## src/rtl/ifetch_queue_pkg.sv

```systemverilog
// Shared widths, FIFO depth, reset default and state encodings for the fetch queue.
package ifetch_queue_pkg;

  localparam int unsigned FULLW     = 32;
  localparam int unsigned IFQ_DEPTH = 2;
  localparam logic [FULLW-1:0] RESET_PC_DEFAULT = 32'h0000_0000;

  localparam logic [0:0] ST_IDLE = 1'b0;
  localparam logic [0:0] ST_RUN  = 1'b1;

  typedef struct packed {
    logic [FULLW-1:0] pc;
    logic [FULLW-1:0] instr;
  } ifq_entry_t;

  // Redirect targets are always word aligned; low bits are masked off.
  function automatic logic [FULLW-1:0] align_word(input logic [FULLW-1:0] addr);
    return addr & {{(FULLW-2){1'b1}}, 2'b00};
  endfunction

endpackage

```

## src/rtl/ifetch_queue_if.sv

```systemverilog
// Instruction memory, redirect and decode handshake signals of the fetch queue.
interface ifetch_queue_if;
  import ifetch_queue_pkg::*;

  logic [FULLW-1:0] imem_addr;
  logic [FULLW-1:0] imem_q;
  logic             br_take;
  logic [FULLW-1:0] br_target;
  logic             id_valid;
  logic             id_ready;
  logic [FULLW-1:0] id_instr;
  logic [FULLW-1:0] id_pc;

  modport master (
    output imem_addr, id_valid, id_instr, id_pc,
    input  imem_q, br_take, br_target, id_ready
  );

  modport slave (
    input  imem_addr, id_valid, id_instr, id_pc,
    output imem_q, br_take, br_target, id_ready
  );

endinterface

```

## src/rtl/ifetch_queue_ifq2.sv

```systemverilog
// Two-entry fetch FIFO with synchronous flush; the head entry is a register.
module ifq2
  import ifetch_queue_pkg::*;
(
  input  logic       clk,
  input  logic       nreset,
  input  logic       flush,
  input  logic       push,
  input  ifq_entry_t push_data,
  input  logic       pop,
  output logic       valid,
  output ifq_entry_t head,
  output logic [1:0] count
);

  ifq_entry_t tail;

  always_ff @(posedge clk or negedge nreset) begin
    if (!nreset) begin
      head  <= '0;
      tail  <= '0;
      count <= '0;
    end else if (flush) begin
      count <= '0;
    end else begin
      unique case ({push, pop})
        2'b10: begin
          if (count == 2'd0) head <= push_data;
          else               tail <= push_data;
          count <= count + 2'd1;
        end
        2'b01: begin
          head  <= tail;
          count <= count - 2'd1;
        end
        2'b11: begin
          // Simultaneous push/pop: new data lands in head when it was the only entry.
          if (count == 2'd1) begin
            head <= push_data;
          end else begin
            head <= tail;
            tail <= push_data;
          end
        end
        default: ;
      endcase
    end
  end

  assign valid = (count != 2'd0);

endmodule

```

## src/rtl/ifetch_queue.sv

```systemverilog
// Instruction fetch front end: PC, one in-flight synchronous memory read, 2-deep decode queue.
module ifetch_queue
  import ifetch_queue_pkg::*;
#(
  parameter logic [FULLW-1:0] RESET_PC = RESET_PC_DEFAULT
) (
  input logic            clk,
  input logic            nreset,
  ifetch_queue_if.master bus
);

  logic [0:0]       state;
  logic [FULLW-1:0] pc;
  logic [FULLW-1:0] inflight_pc;
  logic             inflight;
  logic             hs;
  logic             issue;
  logic             enq;
  logic             fifo_valid;
  logic [1:0]       count;
  logic [2:0]       occupancy;
  ifq_entry_t       head;
  ifq_entry_t       push_data;

  assign hs        = fifo_valid & bus.id_ready;
  assign occupancy = {1'b0, count} + {2'b00, inflight};
  // Slot reserved for the in-flight read; a same-cycle pop frees one more.
  assign issue     = (state == ST_RUN) && !bus.br_take &&
                     (occupancy < (3'd2 + {2'b00, hs}));
  assign enq       = inflight & ~bus.br_take;
  assign push_data = '{pc: inflight_pc, instr: bus.imem_q};

  always_ff @(posedge clk or negedge nreset) begin
    if (!nreset) begin
      state       <= ST_IDLE;
      pc          <= RESET_PC;
      inflight    <= 1'b0;
      inflight_pc <= '0;
    end else begin
      state <= ST_RUN;
      if (bus.br_take) begin
        pc       <= align_word(bus.br_target);
        inflight <= 1'b0;
      end else begin
        inflight <= issue;
        if (issue) begin
          inflight_pc <= pc;
          pc          <= pc + 32'd4;
        end
      end
    end
  end

  ifq2 u_fifo (
    .clk       (clk),
    .nreset    (nreset),
    .flush     (bus.br_take),
    .push      (enq),
    .push_data (push_data),
    .pop       (hs),
    .valid     (fifo_valid),
    .head      (head),
    .count     (count)
  );

  assign bus.imem_addr = pc;
  assign bus.id_valid  = fifo_valid;
  assign bus.id_instr  = head.instr;
  assign bus.id_pc     = head.pc;

endmodule

```

## src/flat_wrapper.sv

```systemverilog
// flat-port wrapper written by rule: the top's interface ports become plain ports
module ifetch_queue_flat import ifetch_queue_pkg::*;
#(
  parameter logic [FULLW-1:0] RESET_PC = RESET_PC_DEFAULT
)
  (clk, nreset, bus_imem_addr, bus_id_valid, bus_id_instr, bus_id_pc, bus_imem_q, bus_br_take, bus_br_target, bus_id_ready);
  ifetch_queue_if bus_i ();
  input logic clk;
  input logic nreset;
  output wire logic [$bits(bus_i.imem_addr)-1:0] bus_imem_addr;
  output wire logic [$bits(bus_i.id_valid)-1:0] bus_id_valid;
  output wire logic [$bits(bus_i.id_instr)-1:0] bus_id_instr;
  output wire logic [$bits(bus_i.id_pc)-1:0] bus_id_pc;
  input wire logic [$bits(bus_i.imem_q)-1:0] bus_imem_q;
  input wire logic [$bits(bus_i.br_take)-1:0] bus_br_take;
  input wire logic [$bits(bus_i.br_target)-1:0] bus_br_target;
  input wire logic [$bits(bus_i.id_ready)-1:0] bus_id_ready;
  assign bus_imem_addr = bus_i.imem_addr;
  assign bus_id_valid = bus_i.id_valid;
  assign bus_id_instr = bus_i.id_instr;
  assign bus_id_pc = bus_i.id_pc;
  assign bus_i.imem_q = bus_imem_q;
  assign bus_i.br_take = bus_br_take;
  assign bus_i.br_target = bus_br_target;
  assign bus_i.id_ready = bus_id_ready;
  ifetch_queue #(.RESET_PC(RESET_PC)) u_core (.clk(clk), .nreset(nreset), .bus(bus_i));
endmodule
```

## config.mk

```make
export PLATFORM = sky130hd
export DESIGN_NAME = ifetch_queue_flat
export DESIGN_NICKNAME = d
export VERILOG_FILES = /design/src/rtl/ifetch_queue_pkg.sv /design/src/rtl/ifetch_queue_if.sv /design/src/rtl/ifetch_queue_ifq2.sv /design/src/rtl/ifetch_queue.sv /design/src/flat_wrapper.sv
export SDC_FILE = /design/constraint.sdc
export NUM_CORES = 1
export LEC_CHECK = 0
export CAP_MARGIN = 20
export CORE_ASPECT_RATIO = 1.1
export CORE_MARGIN = 2
export CORE_UTILIZATION = 39
export DETAILED_ROUTE_END_ITERATION = 10
export GPL_TIMING_DRIVEN = 0
export SKIP_LAST_GASP = 1
export SLEW_MARGIN = 10
export SYNTH_ARGS = -nofsm -noshare
export SYNTH_HDL_FRONTEND = slang
export SYNTH_SLANG_ARGS = --single-unit
```

## constraint.sdc

```tcl
create_clock -name clk -period 2.78 [get_ports clk]
set_input_delay 0.695 -clock clk [delete_from_list [all_inputs] [get_ports clk]]
set_output_delay 0.695 -clock clk [all_outputs]
set_load 0.02 [all_outputs]
```

==> reports/qor.yml, run 1 <==
status:
  status: "finished, final reports clean"
worst_setup_path:
  startpoint_type: "primary input"
  critPathMaxFanout: 10
  arrival_ps: 2940
  crit_path_end_kind: "flip-flop"
  worstSetupPathType: "in -> reg"
  cp.required_ps: 3090
  r2r_slack_ps: 220
floorplan:
  row_count: 55
  start_util_pct: 39.9
  die_w_microns: 143
  die-area_sq_um: 22300
  ioPinCount: 165
  die_h_microns: 156
  core_sq_um: 20600
routing:
  drc: 0
  drtIter0Drc: 278
  firstDrtPassIters: 4
  wl_mm: 20.5
  wl_per_cell_microns: 18.0
  dr_total_vias: 5865
  via_per_inst: 5.14
  postRouteAntennaNets: 0
placed_design:
  portBuffers: 158
  placed_area_sq_um: 10200
  gp_congestion: 0.818
  dpl.cell_count: 1110
  dp_hpwl_mm: 14.4
sta:
  clock.fmax_mhz: 380
  fin_crit_ps: 2630
  finalSetupViolations: 0
  tightest_slew_ps: 691
  clock-skew-final_ps: 7.68
  slew_headroom_pct: 53.9
  slew_viol_final: 0
  finalCritPeriodShare_pct: 94.7
  finalHoldViolations: 0
  grt_setup_unrepaired: "yes"
clocking:
  numCtsBuffers: 17
  ctsResizeCount: 3
  cts_hold_buf: 0
  cts-root-buf: "clkbuf_16"
  cts_sinks: 188
  path_clk_slew_ps: 70
  htreeDepth: 4
  clock_path_buffers: 2
  clock_latency_ps: 420
  cts_tree: "built"
  postCtsSetupBuffers: 0
power_and_ir_drop:
  powerDensity_nw_per_um2: 1030
  ir_worst_vdd_mv: 0.499
  leakagePower_uw: 0.00483
yosys:
  ys_seq_area_share_pct: 57.1
  synth_area_sq_um: 8240
  yosys_warnings: 0
  synth_top_area_share_pct: 57.1
  synth_cell_types: 42
  async_reset_ff_share_pct: 100
  syn_avg_cell_area_sq_um: 11.9
  postSynthCellCount: 692
  yosys_register_bits: 188
  synth_area_leader_cell: "dfrtp_1"
  ys.flop_type: "dfrtp_1"
  synth_area_leaders: "dfrtp_1 57%, mux2_2 12%, mux2i_1 7.7%"
  synth_edf_count: 0
final_layout:
  drive_above_1_share_pct: 17.0
  final_nets: 946
  antenna_cells: 0
  final_cells: 1142
  final_area_sq_um: 10700
  layout_common_cells: "188 x dfrtp_1, 157 x clkdlybuf4s50_1, 87 x mux2_2"
  syn2layout_area_growth_pct: 30.4
  final_common_cell: "dfrtp_1"
global_route:
  grt_pass1_vias: 6204
  grt_max_degree: 106
  grt_pass1_wl_mm: 32.8
  track_usage_pct: 19.0
  antenna_found_initial: 2
  overflow: 0
hold_path:
  hp-class: "in -> async"
run:
  maxCapViolCount: 0
[metal layers]
metal / global-route usage, % / share of wire, % / vias up
met3: 5.11 / 6.3 / 25
met2: 30.8 / 47 / 170
li1: - / - / 2761
met1: 25.0 / 45 / 2905
met5: 0 / 0.12 / -
met4: 5.66 / 1.5 / 4
[kinds of logic after synthesis]
logic type               share of synthesized area (%)
AO/OA/AOI/OAI                                     6.16
XOR/XNOR                                          3.19
adder cells (fa/ha/maj)                          0.759
buffers and inverters                             2.82
flip-flops                                        57.1
multiplexers                                      20.6
other                                           0.0911
AND/OR/NAND/NOR                                   9.26
[final cells by class]
class	count	area (sq um)
fill	1799	9900
sequential	188	4700
multi-input combinational	454	3340
timing repair buffer	159	1610
clock buffer	19	443
tap	256	320
buffer	41	191
clock inverter	13	91.3
inverter	12	45.0
[critical path: stages]
cell	delay [ps]
clkdlybuf4s50_1	580
inv_1	180
nand4_1	480
clkbuf_1	600
mux2_2	410
[report_power, final]
group          internal (uW)  total [uW]  switching, uW
Clock                   1180        2250           1080
Combinational           2110        4240           2140
Sequential              3860        4540            682
[cells in the mapped netlist (2+ instances only)]
library cell and count:
dfrtp_1 188, mux2_2 87, nor2_1 73, a21oi_1 64, mux2i_1 63, nand2_1 40, clkbuf_1 24, xnor2_1 24
o21ai_1 16, inv_1 11, o21ai_0 10, buf_2 9, mux2_1 8, nand3_1 8, nor3_1 8, xor2_1 6
ha_1 5, nand4_1 5, nor4_2 5, and3_1 4, buf_4 4, and4_1 3, buf_1 3, nor4_1 3
conb_1 2, o2111ai_1 2, or3_1 2
[per-stage QoR]
stage          worst slack, ps  util, %  total power [uW]  TNS (ps)  hold WS (ps)
2_1_floorplan              517        -              6990         0           399
3_3_place_gp             -6630     49.2              8690  -1317040           485
3_5_place_dp              -965     49.3              8860    -76050           492
4_1_cts                   80.0     52.0             11100         0           266
5_1_grt                  -5.65     52.1             11700     -9.19           283
6_report                   147     52.1             11000         0           248
[registers in the layout, summed over array words and instances (netlist names)]
signal and cells:
u_core.u_fifo.tail 62, u_core.u_fifo.head 62, u_core.state 1, u_core.bus.imem_addr 30, u_core.inflight_pc 30, u_core.u_fifo.count 2
u_core.inflight 1
[path summary, 6_finish.rpt]
kind / depth (start not counted) / from / to
max in group asynchronous: 2 / nreset / u_core.inflight_pc[21]
min in group clk: 1 / u_core.u_fifo.tail[17] / u_core.u_fifo.tail[17]
min reg2reg: 1 / u_core.u_fifo.tail[17] / u_core.u_fifo.tail[17]
max reg2reg: 8 / u_core.inflight / u_core.bus.imem_addr[5]
min: 1 / nreset / u_core.u_fifo.head[20]
max: 5 / bus_br_take / u_core.u_fifo.tail[47]
No activity file was read; power rests on OpenSTA's default activity.
==> run 2, diff against run 1 <==
--- a/config.mk
+++ b/config.mk
@@ -8,9 +8,10 @@
 export CAP_MARGIN = 20
 export CORE_ASPECT_RATIO = 1.1
 export CORE_MARGIN = 2
-export CORE_UTILIZATION = 39
+export CORE_UTILIZATION = 49
 export DETAILED_ROUTE_END_ITERATION = 10
 export GPL_TIMING_DRIVEN = 0
+export PLACE_DENSITY = 0.77
 export SKIP_LAST_GASP = 1
 export SLEW_MARGIN = 10
 export SYNTH_ARGS = -nofsm -noshare
==> reports/qor.yml, run 2 (synthesized netlist as in run 1, its figures left out) <==
clocking:
  path_clk_slew_ps: 70  # about the same
  clock_path_buffers: 2  # unchanged
  clock_latency_ps: 420  # about the same
  cts_tree: "built"
  cts_hold_buf: 0  # unchanged
  htreeDepth: 4  # unchanged
  numCtsBuffers: 17  # unchanged
  cts_sinks: 188  # unchanged
  cts-root-buf: "clkbuf_16"
power_and_ir_drop:
  power.share.combinational_pct: 36.4  # -2.0 points
  swShare_pct: 33.4  # -1.9 points
  p_clk_share_pct: 24.3  # +3.9 points
  switchingPower_uw: 3850  # -1.2%
  p_seq_share_pct: 39.3  # -1.8 points
  leakagePower_uw: 0.00491  # +1.6%
  powerDensity_nw_per_um2: 1060  # +3.4%
  ir_worst_vdd_mv: 0.598  # +20%
  p_int_uw: 7670  # +7.4%
  power_uw: 11500  # +4.4%
worst_setup_path:
  crit_path_end_kind: "flip-flop"
  slowest_delay_ps: 580  # -20 ps
  critPathMaxFanout: 10  # unchanged
  worstSetupPathType: "in -> reg"
  reg2reg_to: "u_core.bus.imem_addr[5]"
  critPathSlowestCell: "clkdlybuf4s50_1"
  critPathLaunch: "bus_br_take"
  r2r_slack_ps: 230  # about the same
  worstPathCellList: "clkdlybuf4s50_1 -> inv_1 -> nand4_1 -> clkbuf_1 -> mux2_2"
  rr_startpoint: "u_core.inflight"
  reg2reg_depth: 8  # unchanged
  arrival_ps: 2910  # -30 ps
  startpoint_type: "primary input"
  cp.required_ps: 3090  # about the same
floorplan:
  die_w_microns: 128  # -10%
  row_count: 49  # -11%
  start_util_pct: 50.2  # +10 points
  core_sq_um: 16400  # -20%
  ioPinCount: 165  # unchanged
  die_h_microns: 140  # -11%
  die-area_sq_um: 17900  # -20%
global_route:
  overflow: 0  # unchanged
  grt_max_degree: 76  # -28%
  grt_pass1_wl_mm: 30.7  # -6.4%
  antenna_found_initial: 0  # -2
  grt_pass1_vias: 5817  # -6.2%
  track_usage_pct: 21.9  # +2.9 points
status:
  status: "finished, final reports clean"
sta:
  tightest_slew_ps: 669  # -22.4 ps
  fin_ws_ps: 181  # +34.1 ps
  finalHoldViolations: 0  # unchanged
  slew_headroom_pct: 55.4  # +1.5 points
  slew_viol_final: 0  # unchanged
  grt_setup_unrepaired: "no"
  finalCritPeriodShare_pct: 93.5  # -1.2 points
  clock-skew-final_ps: 7.62  # -0.0523 ps
  finalSetupViolations: 0  # unchanged
  fin_crit_ps: 2600  # -34.1 ps
  clock.fmax_mhz: 385  # +1.3%
  fin_tns_setup_ps: 0  # unchanged
placed_design:
  placed_area_sq_um: 10100  # -0.37%
  gp_congestion: 0.810  # -1.0%
  dp_slack_ps: -847  # +117 ps
  dp_hpwl_mm: 13.1  # -9.3%
  portBuffers: 158  # unchanged
routing:
  drtIter0Drc: 373  # +34%
  wl_per_cell_microns: 17.4  # -3.0%
  via_per_inst: 5.36  # +4.4%
  wl_mm: 19.0  # -7.4%
  postRouteAntennaNets: 0  # unchanged
  drc: 0  # unchanged
  firstDrtPassIters: 5  # +1
  dr_total_vias: 5848  # -0.29%
final_layout:
  layout_common_cells: "188 x dfrtp_1, 157 x clkdlybuf4s50_1, 87 x mux2_2"
  syn2layout_area_growth_pct: 31.6
  antenna_cells: 0  # unchanged
  final_common_cell: "dfrtp_1"
  final_nets: 947  # +0.11%
  nFillCells: 1262  # -30%
  final_core_util_pct: 66.0  # +14 points
  drive_above_1_share_pct: 17.2  # +0.21 points
  final_area_sq_um: 10800  # +0.94%
  top_regs: "u_core.u_fifo.head (62), u_core.u_fifo.tail (62)"
hold_path:
  hp-class: "in -> async"
run:
  maxCapViolCount: 0  # unchanged
-- run 2: worst max-delay path by stage --
stage / end / cells after the start
floorplan: u_core.bus.imem_addr[5] / 8
global placement: u_core.u_fifo.head[18] / 1
detailed placement: u_core.u_fifo.head[37] / 6
CTS: u_core.bus.imem_addr[5] / 8
global route: u_core.u_fifo.head[43] / 9
finish: u_core.u_fifo.tail[44] / 5
-- run 2: critical path, delay by kind of cell --
family | cells | cell delay (ps)
simple gates | 1 | 460
buf+inv | 3 | 1340
mux | 1 | 410
-- run 2: power by group through the flow --
stage | clock [uW] | combinational, uW | sequential [uW]
3_3_place_gp | 0 | 4110 | 4530
4_1_cts | 2860 | 4240 | 4520
2_1_floorplan | 0 | 1950 | 5050
3_5_place_dp | 0 | 4210 | 4570
6_report | 2800 | 4200 | 4520
5_1_grt | 2960 | 4540 | 4660
-- run 2: routing by layer --
layer / part of all wire, % / track usage [%]
met1: 45 / 30.4
met2: 47 / 34.6
met3: 5.8 / 4.58
met4: 1.8 / 7.52
met5: 0 / 0
-- run 2: per-stage QoR --
stage | hold slack (ps) | instances
after CTS | 195 | 1091
final | 188 | 1091
after detailed placement | 492 | 1059
after global routing | 227 | 1091
after floorplan | 399 | 695
after global placement | 486 | 1057
-- run 2: repair_timing --
action	in CTS	in global routing
setup endpoints to repair	60	13
gates resized for setup	3	4
pin swaps	0	0
setup buffers	0	0
-- run 2: final cells by class --
class                   count  area, sq um  share of cell area [%]
well taps                 204          255                    2.35
plain buffers              41          191                    1.76
clock buffers              17          425                    3.92
multi-input cells         454         3330                    30.7
inverters                  12         45.0                   0.415
repair buffers            160         1640                    15.1
flip-flops and latches    188         4700                    43.4
clock inverters            15          255                    2.35
==> run 3, diff against run 2 <==
--- a/config.mk
+++ b/config.mk
@@ -9,6 +9,8 @@
 export CORE_ASPECT_RATIO = 1.1
 export CORE_MARGIN = 2
 export CORE_UTILIZATION = 49
+export CTS_CLUSTER_DIAMETER = 30
+export CTS_CLUSTER_SIZE = 16
 export DETAILED_ROUTE_END_ITERATION = 10
 export GPL_TIMING_DRIVEN = 0
 export PLACE_DENSITY = 0.77
==> constraint.sdc (replaced) <==
create_clock -name clk -period 2.78 [get_ports clk]
set_input_delay 0.695 -clock clk [delete_from_list [all_inputs] [get_ports clk]]
set_output_delay 0.695 -clock clk [all_outputs]
set_load 0.05 [all_outputs]
==> reports/qor.yml, run 3 (synthesized netlist as in run 1, its figures left out) <==
status:
  status: "finished, final reports clean"
worst_setup_path:
  crit_path_end_kind: "flip-flop"
  critPathMaxFanout: 10  # unchanged
  worstPathCellList: "clkdlybuf4s50_1 -> inv_1 -> nand4_1 -> clkbuf_1 -> mux2_2"
  cp.required_ps: 3090  # about the same
  arrival_ps: 2920  # about the same
  startpoint_type: "primary input"
  worstSetupPathType: "in -> reg"
  critPathSlowestCell: "clkdlybuf4s50_1"
  slowest_delay_ps: 580  # about the same
final_layout:
  syn2layout_area_growth_pct: 31.6  # about the same
  top_regs: "u_core.u_fifo.head (62), u_core.u_fifo.tail (62)"
  drive_above_1_share_pct: 17.2  # unchanged
  final_area_sq_um: 10800  # about the same
  final_nets: 947  # unchanged
  final_common_cell: "dfrtp_1"
  antenna_cells: 0  # unchanged
  layout_common_cells: "188 x dfrtp_1, 156 x clkdlybuf4s50_1, 87 x mux2_2"
  final_cells: 1091  # unchanged
sta:
  finalCritPeriodShare_pct: 93.6  # +0.14 points
  clock.fmax_mhz: 384  # -0.14%
  tightest_slew_ps: 670  # +1.67 ps
  grt_setup_unrepaired: "no"
  fin_crit_ps: 2600  # +3.76 ps
  finalHoldViolations: 0  # unchanged
  fin_hold_ws_ps: 188  # -0.319 ps
  slew_headroom_pct: 55.3  # -0.11 points
  slew_viol_final: 0  # unchanged
  clock-skew-final_ps: 7.54  # -0.0877 ps
  finalSetupViolations: 0  # unchanged
routing:
  via_per_inst: 5.36  # about the same
  dr_total_vias: 5844  # -0.068%
  postRouteAntennaNets: 0  # unchanged
  firstDrtPassIters: 5  # unchanged
  drtIter0Drc: 373  # unchanged
  wl_mm: 19.0  # about the same
  wl_per_cell_microns: 17.4  # about the same
  drc: 0  # unchanged
power_and_ir_drop:
  switchingPower_uw: 5040  # +31%
  leakagePower_uw: 0.00491  # about the same
  powerDensity_nw_per_um2: 1170  # +10%
  p_seq_share_pct: 35.6  # -3.7 points
  power_uw: 12700  # +10%
  p_int_uw: 7660  # -0.21%
  p_clk_share_pct: 22.1  # -2.2 points
  power.share.combinational_pct: 42.3  # +5.9 points
  swShare_pct: 39.7  # +6.3 points
  ir_worst_vdd_mv: 0.684  # +14%
global_route:
  overflow: 0  # unchanged
  grt_pass1_wl_mm: 30.7  # unchanged
  grt_pass1_vias: 5817  # unchanged
  antenna_found_initial: 0  # unchanged
  track_usage_pct: 21.9  # unchanged
  grt_max_degree: 76  # unchanged
placed_design:
  dpl.cell_count: 1059  # unchanged
  placed_area_sq_um: 10100  # unchanged
  gp_congestion: 0.810  # unchanged
  portBuffers: 158  # unchanged
  dp_hpwl_mm: 13.1  # unchanged
floorplan:
  start_util_pct: 50.2  # unchanged
  ioPinCount: 165  # unchanged
  die-area_sq_um: 17900  # unchanged
  row_count: 49  # unchanged
  core_sq_um: 16400  # unchanged
  die_h_microns: 140  # unchanged
  die_w_microns: 128  # unchanged
clocking:
  clock_path_buffers: 2  # unchanged
  clock_latency_ps: 430  # about the same
  path_clk_slew_ps: 70  # about the same
  postCtsSetupBuffers: 0  # unchanged
  cts_hold_buf: 0  # unchanged
  htreeDepth: 4  # unchanged
  cts_sinks: 188  # unchanged
  cts_tree: "built"
  cts-root-buf: "clkbuf_16"
  numCtsBuffers: 17  # unchanged
hold_path:
  hp-class: "in -> async"
run:
  maxCapViolCount: 0  # unchanged
[run 3: cell types whose count changed in the layout (fill, tap and decap cells not counted), sizes merged]
cell | previous run | this run
dlygate4sd2 | 0 | 1
clkdlybuf4s50 | 157 | 156
[run 3: layout make-up]
| type | instances | area (sq um) |
|---|---|---|
| fill | 1263 | 5580 |
| sequential | 188 | 4700 |
| multi-input combinational | 454 | 3330 |
| timing repair buffer | 160 | 1640 |
| clock buffer | 17 | 425 |
| clock inverter | 15 | 255 |
| tap | 204 | 255 |
| buffer | 41 | 191 |
| inverter | 12 | 45.0 |
[run 3: final timing paths]
path,startpoint,end,slack (ps),cells after the start
setup / recovery,bus_br_take,u_core.u_fifo.tail[44],180,5
min in group clk,u_core.u_fifo.tail[19],u_core.u_fifo.tail[19],500,1
hold reg to reg,u_core.u_fifo.tail[19],u_core.u_fifo.tail[19],500,1
max in group asynchronous,nreset,u_core.u_fifo.tail[36],1560,3
hold / removal,nreset,u_core.u_fifo.head[49],190,1
setup reg to reg,u_core.inflight,u_core.bus.imem_addr[5],230,8
[run 3: critical path: cells and delay by family]
kind,cells,cell delay (ps)
buffers and inverters,3,1350
and+or+nand+nor,1,460
muxes,1,410
[run 3: layer usage]
layer  GRT usage [%]  part of all wire, %
met1            30.4                   45
met5               0                    0
met4            7.52                  1.8
met3            4.58                  5.7
met2            34.6                   47
[run 3: stage by stage]
| step | utilization (%) | TNS (ps) | setup slack [ps] |
|---|---|---|---|
| floorplan | - | 0 | 484 |
| global placement | 61.4 | -1342780 | -6810 |
| detailed placement | 61.8 | -63380 | -847 |
| CTS | 65.9 | 0 | 91.5 |
| global route | 66.0 | 0 | 86.1 |
| finish | 66.0 | 0 | 177 |
[run 3: power by group through the flow]
stage	clock network [uW]	logic (uW)	registers, uW
global placement	0	5300	4530
global route	2960	5710	4660
finish	2800	5370	4520
detailed placement	0	5400	4570
floorplan	0	1980	6180
CTS	2860	5420	4520
[run 3: what timing repair did]
action | 4_1_cts | 5_1_grt
gates cloned | 0 | 0
setup endpoints to repair | 61 | 13
pin swaps | 0 | 0
gates resized for setup | 4 | 4
